**config.mk**
```make
export PLATFORM = sky130hd
export DESIGN_NAME = cp0_unit
export DESIGN_NICKNAME = d
export VERILOG_FILES = /design/src/rtl/cp0_unit.sv
export SDC_FILE = /design/constraint.sdc
export NUM_CORES = 1
export LEC_CHECK = 0
export CAP_MARGIN = 15
export CORE_MARGIN = 4
export CORE_UTILIZATION = 40
export DETAILED_ROUTE_END_ITERATION = 16
export GPL_TIMING_DRIVEN = 0
export HOLD_SLACK_MARGIN = 0.06
export PLACE_DENSITY = 0.81
export SETUP_SLACK_MARGIN = 0.2
export SYNTH_ARGS = -nofsm -noshare
export SYNTH_HDL_FRONTEND = slang
export SYNTH_SLANG_ARGS = --single-unit
export TNS_END_PERCENT = 1
```
**constraint.sdc**
```tcl
create_clock -name clk -period 2.9 [get_ports clk]
set_input_delay 0.29 -clock clk [delete_from_list [all_inputs] [get_ports clk]]
set_output_delay 0.29 -clock clk [all_outputs]
set_load 0.02 [all_outputs]
```
**src/rtl/cp0_unit.sv**
```systemverilog
// cp0_unit: MIPS coprocessor 0 (SR, Cause, EPC, PRId) in the M stage; raises the exception/interrupt request.
//   Ports: clk, reset (sync, active-low); A1 mfc0 read index -> DOut; A2/DIn/we mtc0 write;
//          PC/BDIn/ExcCodeIn M-stage instruction info; HWInt level-sensitive interrupt lines;
//          EXLClr eret commit; BadAddrIn faulting address; IntReq request out; EPCOut saved return address.
//   Optional: define CP0_BADVADDR_EN to add read-only BadVAddr (reg 8), loaded on AdEL/AdES captures.
module cp0_unit #(
    parameter logic [31:0] PRID_VAL     = 32'h4255_4141,
    parameter logic [31:0] HANDLER_ADDR = 32'h0000_4180
) (
    input  logic        clk,
    input  logic        reset,
    input  logic [4:0]  A1,
    input  logic [4:0]  A2,
    input  logic [31:0] DIn,
    input  logic        we,
    input  logic [31:0] PC,
    input  logic        BDIn,
    input  logic [4:0]  ExcCodeIn,
    input  logic [5:0]  HWInt,
    input  logic        EXLClr,
    input  logic [31:0] BadAddrIn,
    output logic        IntReq,
    output logic [31:0] EPCOut,
    output logic [31:0] DOut
);
    logic [5:0]  im_q, im_d, ip_q, ip_d;
    logic        exl_q, exl_d, ie_q, ie_d, bd_q, bd_d;
    logic [4:0]  exc_q, exc_d;
    logic [31:0] epc_q, epc_d, sr_rd, cause_rd, bad_rd;
    logic        int_hit, exc_hit;
    logic        unused_ok;

    assign unused_ok = ^{PC[1:0], HANDLER_ADDR};

    always_comb begin
        int_hit = |(HWInt & im_q) & ie_q & ~exl_q;
        exc_hit = (ExcCodeIn != 5'd0) & ~exl_q;
        IntReq  = int_hit | exc_hit;
        im_d    = im_q;
        exl_d   = exl_q;
        ie_d    = ie_q;
        bd_d    = bd_q;
        exc_d   = exc_q;
        epc_d   = epc_q;
        ip_d    = HWInt;
        if (IntReq) begin
            exl_d = 1'b1;
            exc_d = int_hit ? 5'd0 : ExcCodeIn;
            bd_d  = BDIn;
            epc_d = {PC[31:2], 2'b00} - (BDIn ? 32'd4 : 32'd0);
        end else begin
            if (we && A2 == 5'd12) begin
                im_d  = DIn[15:10];
                exl_d = DIn[1];
                ie_d  = DIn[0];
            end
            if (we && A2 == 5'd14)
                epc_d = {DIn[31:2], 2'b00};
            // eret wins over an mtc0 to SR in the same cycle
            if (EXLClr)
                exl_d = 1'b0;
        end
    end

    always_ff @(posedge clk) begin
        if (!reset) begin
            im_q  <= '0;
            exl_q <= 1'b0;
            ie_q  <= 1'b0;
            bd_q  <= 1'b0;
            ip_q  <= '0;
            exc_q <= '0;
            epc_q <= '0;
        end else begin
            im_q  <= im_d;
            exl_q <= exl_d;
            ie_q  <= ie_d;
            bd_q  <= bd_d;
            ip_q  <= ip_d;
            exc_q <= exc_d;
            epc_q <= epc_d;
        end
    end

`ifdef CP0_BADVADDR_EN
    logic [31:0] bad_q, bad_d;

    always_comb begin
        bad_d = bad_q;
        if (exc_hit && !int_hit && (ExcCodeIn == 5'd4 || ExcCodeIn == 5'd5))
            bad_d = BadAddrIn;
    end

    always_ff @(posedge clk) begin
        if (!reset)
            bad_q <= '0;
        else
            bad_q <= bad_d;
    end

    assign bad_rd = bad_q;
`else
    logic unused_bad;

    assign unused_bad = ^BadAddrIn;
    assign bad_rd     = 32'd0;
`endif

    assign sr_rd    = {16'd0, im_q, 8'd0, exl_q, ie_q};
    assign cause_rd = {bd_q, 15'd0, ip_q, 3'd0, exc_q, 2'd0};
    assign EPCOut   = epc_q;
    assign DOut     = (A1 == 5'd12) ? sr_rd    :
                      (A1 == 5'd13) ? cause_rd :
                      (A1 == 5'd14) ? epc_q    :
                      (A1 == 5'd15) ? PRID_VAL :
                      (A1 == 5'd8)  ? bad_rd   : 32'd0;
endmodule

```
### After elaboration in Yosys (flattened, before gate mapping)

Index checks and enable logic that the tools add are counted.

* register bits: 52
* input port bits: 122
* logic and storage cells: 39

* $add $sub $neg: 1
* equal/unequal tests: 6
* mux-type cells: 11
* bitwise logic cells: 7
* reductions and logical operators: 7

Operator list (count)
* 2-to-1 mux 32 bit: 5
* subtractor 32 x 3 -> 32 bit: 1
* 2-to-1 mux 31 bit: 1
* equality test 5 x 4 -> 1 bit, second input constant: 6
* AND 6 bit: 1
* OR reduction 6 bit: 1
* 2-to-1 mux 5 bit: 1
* nonzero test 5 bit: 1
* AND 1 bit: 3
* 2-to-1 mux 1 bit: 3
* 2-to-1 mux 3 bit: 1
* nonzero test 3 bit: 1
* logical AND 1 bit: 2
* inverter 1 bit: 2
* AND reduction 2 bit: 1
* nonzero test 2 bit: 1
* bitwise OR 1 bit: 1

### Longest topological paths before layout

Gate-level depths: netlist (run 1).

* depth after elaboration: 7
* mapped depth: 8
* mapped depth without buffers: 7

### Least setup slack after synthesis (run 1)

No wires, ideal clock.

* path type: input-to-reg
* from: input port PC[2]
* to: register epc_q[29] (netlist: EPCOut[29])
* data arrival time: 2.052 ns
* required time: 2.826 ns
* setup slack: 0.774 ns
* stages: 7
* path through: inv_1 ha_1 or3b_2 clkbuf_1 or4_4 or4_1 a31oi_1

* cells in the longest elaborated chain, start to end: 2

RTL lines
* start, declared: line 16 `input logic [31:0] PC,`
* subtractor 32 x 3 -> 32 bit: line 50 `epc_d = {PC[31:2], 2'b00} - (BDIn ? 32'd4 : 32'd0);`
* 2-to-1 mux 32 bit: line 46 `if (IntReq) begin`
* end signal, assigned: line 81 `epc_q <= epc_d;`
* end, declared: line 29 `logic [31:0] epc_q, epc_d, sr_rd, cause_rd, bad_rd;`

Every way passes these cells.
A chain may end at the register's enable or synchronous reset.

### Worst setup path in the final report (run 1)

* from: input port PC[6]
* to: register epc_q[13] (netlist: EPCOut[13])

Same word-level chain as after synthesis.

==> metrics.md, run 1 <==
| Metric | Value |
|---|---|
| Outcome | complete, no violations |
| DRC | 0 |
| First drt pass iteration count | 6 |
| Worst hold path depth | 3 |
| Post-route cell area | 5306 µm² |
| Post-synthesis cell count | 450 |
| IO buf count | roughly 150 |
| Maxcap violations | 0 |
| Most frequent cells after synthesis | dfxtp_1, nor2_1, clkbuf_1, nor4_1, mux2i_1 |
| Fin cells | about 720 |
| Synth area leader | dfxtp_1 |
| Largest net degree at the start of global routing | 17 |
| Final critical-path required period | about 2.8 ns |
| Reg2reg start | im_q[0]$_SDFFE_PN0P_ |
| Initial antenna violation count | 0 |
| Post-Place Cells | a little over 700 |
| Ys async rst share | 0% |
| Global router's overall resource usage | between 20% and 30% |
| Power Density | 353.5 nW/µm² |
| Setup Skew | 0.01153 ns |
| Die W | around 100 µm |
| Worst Setup End Kind | flop |
| CP arrival | ~3 ns |
| Wire per inst | ~19 µm |
| Register-to-register setup slack | 0.53 ns |
| CP required | slightly above 3 ns |
| CTS tree | yes |
| Final GP Congestion | between 0.9 and 1 |
| Setup_tns | 0 ns |
| Critical path class | primary input to flop |
| Cell Area, Placed | about 5200 µm² |
| Worst R2R Path Depth | 6 |
| Clock latency on the worst-skew pair | 0.31 ns |
| FP Rows | 34 |
| Worst Setup Start Kind | primary input |
| Fmax | roughly 360 MHz |
| Sequential Area | roughly 1000 µm² |
| Via count | roughly 4.2k |
| Fin. Hold Viols | 0 |
| Clock tree buffer depth | 2 |
| Initial Utilization | about two fifths |
| Slew Viols, Final | 0 |
| Core Footprint | slightly below 9000 µm² |
| CP max FO | 10 |
| Hpwl dp | 10700 µm |
| Global-route wire length before repair | roughly 21000 µm |
| Die area | 10450 µm² |
| Fin util | between 60 and 70% |
| Io pins | ~190 |
| CTS sink cnt | 50 |
| Antenna viol nets, final | 0 |
| Detailed-route wire length | 13420 µm |
| # fillers | slightly below 800 |
| Die Ht | 102.2 µm |
| RSZ-0062 raised after global routing | true |
| Period Utilization, post-route | between 90% and 100% |
| Clock-pin transition on the worst setup and hold timing paths | approximately 0.1 ns |
| Yosys top cell area share | 28.18% |
| Post-cts hold buffer count | 0 |
| Multi-input gate area in the final layout | between 2000 and 2500 µm² |
| Num CTS Buffers | 5 |
| Top FF cell, synth | dfxtp_1 |
| Register area share after synthesis | 28.18% |
| Most common cell in the synthesized netlist | dfxtp_1 |
| Worst slew pin tran | between 0.9 and 1 ns |
| Initial DRC Count | 270 |
| Max-slew headroom | between 30% and 40% |
| Hold wc startpoint | reset |
| Root Driver | clkbuf_8 |
| Vias/cell | 5.879 |
| Dominant cells by area after synthesis | dfxtp_1, mux2i_1, nor4_1 |
| Reg2reg end | EPCOut[31]$_SDFFE_PN0P_ |
| Post-synth EDFFs | 0 |
| Synthesis-to-layout area growth | 49.38% |
| Vias in the first global route | 3974 |
| H-tree levels | 2 |
| Share of layout cells above drive strength 1 | slightly below 7% |
| Nets | around 730 |
| Total gr overflow | 0 |
| Hold path endpoint | im_q[2]$_SDFFE_PN0P_ |
| Synthesized flop and latch total | 50 |
| Synthesized area per cell | approximately 8 µm² |
| Worst VDD drop | 233.7 µV |
| Yosys warns | 0 |
| Antenna cells | 0 |
| Synth Cell Area | around 3600 µm² |
| LEAKAGE | around 1.8 nW |
| Netlist cell types | 51 |
| Min-delay worst type | primary input to flop |
| Finish-stage setup viols | 0 |
-- cell type report --
type / count / area share [%]
clock inverters: 3 / 0.8253
flip-flops and latches: 50 / 18.86
inverters: 23 / 1.627
plain buffers: 44 / 3.490
multi-input cells: 334 / 43.22
well taps: 108 / 2.547
repair buffers: 150 / 28.13
clock buffers: 5 / 1.297
-- worst max-delay path, stage by stage --
cell and delay [ns]:
clkdlybuf4s50_1 0.50, or4_1 0.67, clkbuf_1 0.26, o31a_1 0.33
a2111oi_0 0.83, a211oi_1 0.09
-- worst max path at each step --
stage,start,end,slack [ns],cells after the start
floorplan,PC[2],EPCOut[29]$_SDFFE_PN0P_,0.77,7
global placement,A1[1],DOut[9],-0.26,6
detailed placement,A1[1],DOut[9],-0.28,6
CTS,A1[1],DOut[11],0.17,7
global route,A1[1],DOut[9],0.10,6
finish,PC[6],EPCOut[13]$_SDFFE_PN0P_,0.09,6
-- per-layer routing --
| metal | vias to the layer above | routed length, µm | track usage [%] | part of all wire (%) |
|---|---|---|---|---|
| li1 | 2047 | - | - | - |
| met1 | 1992 | 5896 | 33.92 | 44 |
| met2 | 155 | 6473 | 41.28 | 48 |
| met3 | 21 | 801 | 3.208 | 6.0 |
| met4 | 0 | 248 | 6.054 | 1.8 |
| met5 | - | 0 | 0 | 0 |
-- placed cells by master (no fill, tap or decap), drive strengths merged, types with 11 or more instances in the layout --
cell and instances:
clkbuf 42, inv 24, or4 11, and2 17, a31oi 13, dfxtp 50
o41ai 17, nor4 34, nand2 18, o31a 21, mux2i 24, nor2 39
clkdlybuf4s50 147, a211oi 20, a21oi 13
-- cell families after synthesis --
family	Yosys count	synth area share, %
AOI/OAI and AO/OA	124	26.49
adders and majority gates	2	0.7044
buffers and inverters	67	7.432
and+or+nand+nor	175	28.60
other	1	0.1056
xor gates and xnor gates	7	1.726
muxes	24	6.763
DFF	50	28.18
-- metrics by stage --
step	worst slack [ns]	power, mW	hold slack, ns
CTS	0.1730	1.870	0.3846
finish	0.08706	1.876	0.3941
global route	0.1034	1.948	0.4174
global placement	-0.2591	1.358	0.4580
detailed placement	-0.2815	1.370	0.4682
floorplan	0.7741	1.058	0.4117
-- state kept, by name, summed over array words and instances, names as in the netlist --
signal / cells
ie_q: 1
ip_q: 6
exc_q: 5
exl_q: 1
bd_q: 1
EPCOut: 30
im_q: 6
-- power breakdown --
part | total (mW) | internal, mW | switching (mW)
Combinational | 0.580 | 0.289 | 0.291
Clock | 0.510 | 0.259 | 0.251
Sequential | 0.786 | 0.738 | 0.0475
-- repair_timing --
item | 4_1_cts | 5_1_grt
resized for setup | 6 | 4
setup buffers | 1 | 0
pin swaps | 1 | 0
endpoints found under the hold margin | 0 | 0
setup endpoints to repair | 23 | 31
Power figures use the tool's default switching activity.
==> inputs of run 2 (changes only) <==
Settings changed: SETUP_SLACK_MARGIN 0.2 to 0.4.
==> metrics.md, run 2 (synthesized netlist as in run 1, its figures left out) <==
| Metric | Value |
|---|---|
| Vias/cell | 5.937 (+1.0%) |
| Io pins | 187 (unchanged) |
| Share of layout cells above drive strength 1 | 8.867% (+2.1 points) |
| Final GP Congestion | 0.9353 (unchanged) |
| Initial DRC Count | 296 (+9.6%) |
| Cell breakdown of the critical path | clkdlybuf4s50_1 > or2_2 > o41a_1 > clkbuf_1 > clkbuf_1 > o41ai_1 > a31oi_1 |
| Worst hold slack | 0.4054 ns (+0.01131 ns) |
| Fin. Hold Viols | 0 (unchanged) |
| Post-Place Cells | 707 (unchanged) |
| Antenna viol nets, final | 0 (unchanged) |
| Worst Setup Start Kind | primary input |
| Global-route wire length before repair | 20620 µm (+0.10%) |
| Period Utilization, post-route | 86.75% (-10 points) |
| Min-delay worst type | primary input to flop |
| LEAKAGE | 1.822 nW (+1.2%) |
| Placement Setup Slack | -0.2815 ns (unchanged) |
| Post-route setup slack | 0.3844 ns (+0.2973 ns) |
| Via count | 4257 (+1.0%) |
| Clock tree buffer depth | 2 (unchanged) |
| Maxcap violations | 0 (unchanged) |
| # fillers | 776 (-1.0%) |
| Fmax | 397.5 MHz (+12%) |
| Critical path class | primary input to flop |
| Slowest CP cell | o41ai_1 |
| Max reg flops | 30 (unchanged) |
| Fin util | 61.97% (+0.82 points) |
| Worst slew pin tran | 0.9587 ns (+0.01786 ns) |
| Power Density | 350.0 nW/µm² (-0.98%) |
| Largest net degree at the start of global routing | 17 (unchanged) |
| RSZ-0062 raised after global routing | true |
| Worst Path Buf+Inv | 3 (+1) |
| Antenna cells | 0 (unchanged) |
| Worst path max stage delay | 0.55 ns (-0.28 ns) |
| Most numerous cell on the critical path | clkbuf_1 |
| Synthesis-to-layout area growth | 51.39% |
| Global router's overall resource usage | 24.76% (+0.028 points) |
| Most frequent cells in the layout | clkdlybuf4s50_1, dfxtp_1, nor2_1 |
| Pint | 1.292 mW (+0.43%) |
| CTS sink cnt | 50 (unchanged) |
| H-tree levels | 2 (unchanged) |
| Die W | 102.2 µm (unchanged) |
| Total gr overflow | 0 (unchanged) |
| IO buf count | 148 (unchanged) |
| Clock latency on the worst-skew pair | 0.31 ns (about the same) |
| Nets | 732 (unchanged) |
| Max-slew headroom | 35.56% (-0.10 points) |
| CTS tree | yes |
| Die Ht | 102.2 µm (unchanged) |
| FP Rows | 34 (unchanged) |
| Sw frac | 31.38% (-0.052 points) |
| Wire per inst | 18.68 µm (-0.21%) |
| Detailed-route wire length | 13390 µm (-0.21%) |
| Clk pwr share | 27.0% (-0.2 points) |
| CP required | 3.07 ns (about the same) |
| First drt pass iteration count | 5 (-1) |
| Switch Pwr | 590.6 µW (+0.18%) |
| Core Footprint | 8678 µm² (unchanged) |
| Comb power frac | 31.3% (+0.4 points) |
| Fin cells | 717 (unchanged) |
| Root Driver | clkbuf_8 |
| Die area | 10450 µm² (unchanged) |
| Num CTS Buffers | 5 (unchanged) |
| Post-cts hold buffer count | 0 (unchanged) |
| Commonest non-fill, non-tap cell in the layout | clkdlybuf4s50_1 |
| Vias in the first global route | 3973 (-0.025%) |
| CP max FO | 10 (unchanged) |
| Hpwl dp | 10700 µm (unchanged) |
| Setup Skew | 0.009928 ns (-0.001599 ns) |
| Final critical-path required period | 2.516 ns (-0.2973 ns) |
| Slew Viols, Final | 0 (unchanged) |
| Initial Utilization | 40.93% (unchanged) |
| Finish-stage setup viols | 0 (unchanged) |
| Outcome | complete, no violations |
| Worst VDD drop | 232.0 µV (-0.76%) |
| CP delay by family, top | compound AO/OA/AOI/OAI gates |
| Initial antenna violation count | 0 (unchanged) |
| Clock-pin transition on the worst setup and hold timing paths | 0.10 ns (about the same) |
| Reg power frac | 41.7% (-0.2 points) |
| CP arrival | 2.69 ns (-0.29 ns) |
| DRC | 0 (unchanged) |
| Worst Setup End Kind | flop |
-- run 2: cell count changes in the layout (fill, tap and decap cells not counted), moves of 3 or more --
cell | before | now
a2111oi_0 | 6 | 3
a2111oi_2 | 0 | 3
nor4_1 | 33 | 29
nor4_2 | 1 | 5
-- run 2: per-stage QoR --
step	total power, mW	area (µm²)	setup TNS (ns)
6_report	1.882	5378	0
5_1_grt	1.961	5378	0
3_5_place_dp	1.370	5172	-2.647
4_1_cts	1.872	5309	0
2_1_floorplan	1.058	3556	0
3_3_place_gp	1.358	5172	-2.362
-- run 2: power by group through the flow --
| stage | registers, mW | clock network, mW | logic, mW |
|---|---|---|---|
| 2_1_floorplan | 0.830 | 0 | 0.229 |
| 3_3_place_gp | 0.798 | 0 | 0.560 |
| 3_5_place_dp | 0.800 | 0 | 0.570 |
| 4_1_cts | 0.784 | 0.512 | 0.576 |
| 5_1_grt | 0.790 | 0.536 | 0.634 |
| 6_report | 0.785 | 0.508 | 0.590 |
-- run 2: area by class of cell --
| class | instances | area [µm²] | share of cell area [%] |
|---|---|---|---|
| Multi-Input combinational cell | 334 | 2360 | 43.88 |
| Sequential cell | 50 | 1001 | 18.61 |
| Timing Repair Buffer | 150 | 1494 | 27.78 |
| Clock inverter | 3 | 43.79 | 0.8143 |
| Tap cell | 108 | 135.1 | 2.513 |
| Clock buffer | 5 | 68.82 | 1.280 |
| Inverter | 23 | 86.33 | 1.605 |
| Buffer | 44 | 188.9 | 3.513 |
-- run 2: repair_timing --
action	in CTS	in global routing
pin swaps	1	1
setup buffers	1	1
resized for setup	13	14
setup endpoints to repair	43	41
gates cloned	0	0
-- run 2: final timing paths --
| check | from | end | slack, ns | cells after the start |
|---|---|---|---|---|
| worst max-delay path | ExcCodeIn[1] | EPCOut[24]$_SDFFE_PN0P_ | 0.38 | 7 |
| worst min-delay path | reset | im_q[2]$_SDFFE_PN0P_ | 0.41 | 3 |
| worst max register to register | exl_q$_SDFFE_PN0P_ | EPCOut[31]$_SDFFE_PN0P_ | 0.47 | 7 |
| worst min register to register | im_q[1]$_SDFFE_PN0P_ | im_q[1]$_SDFFE_PN0P_ | 0.48 | 2 |
-- run 2: layer usage --
| metal | track usage [%] | vias up | wire length, µm |
|---|---|---|---|
| met5 | 0 | - | 0 |
| met3 | 2.867 | 18 | 956 |
| li1 | - | 2049 | - |
| met1 | 34.29 | 2011 | 5695 |
| met4 | 5.954 | 0 | 216 |
| met2 | 41.23 | 179 | 6524 |
-- run 2: worst reg2reg max path: cells and delay by family (launching register included) --
family / cells / cell delay (ns)
flops: 1 / 0.32
buf+inv: 4 / 1.28
compound gates: 3 / 0.76
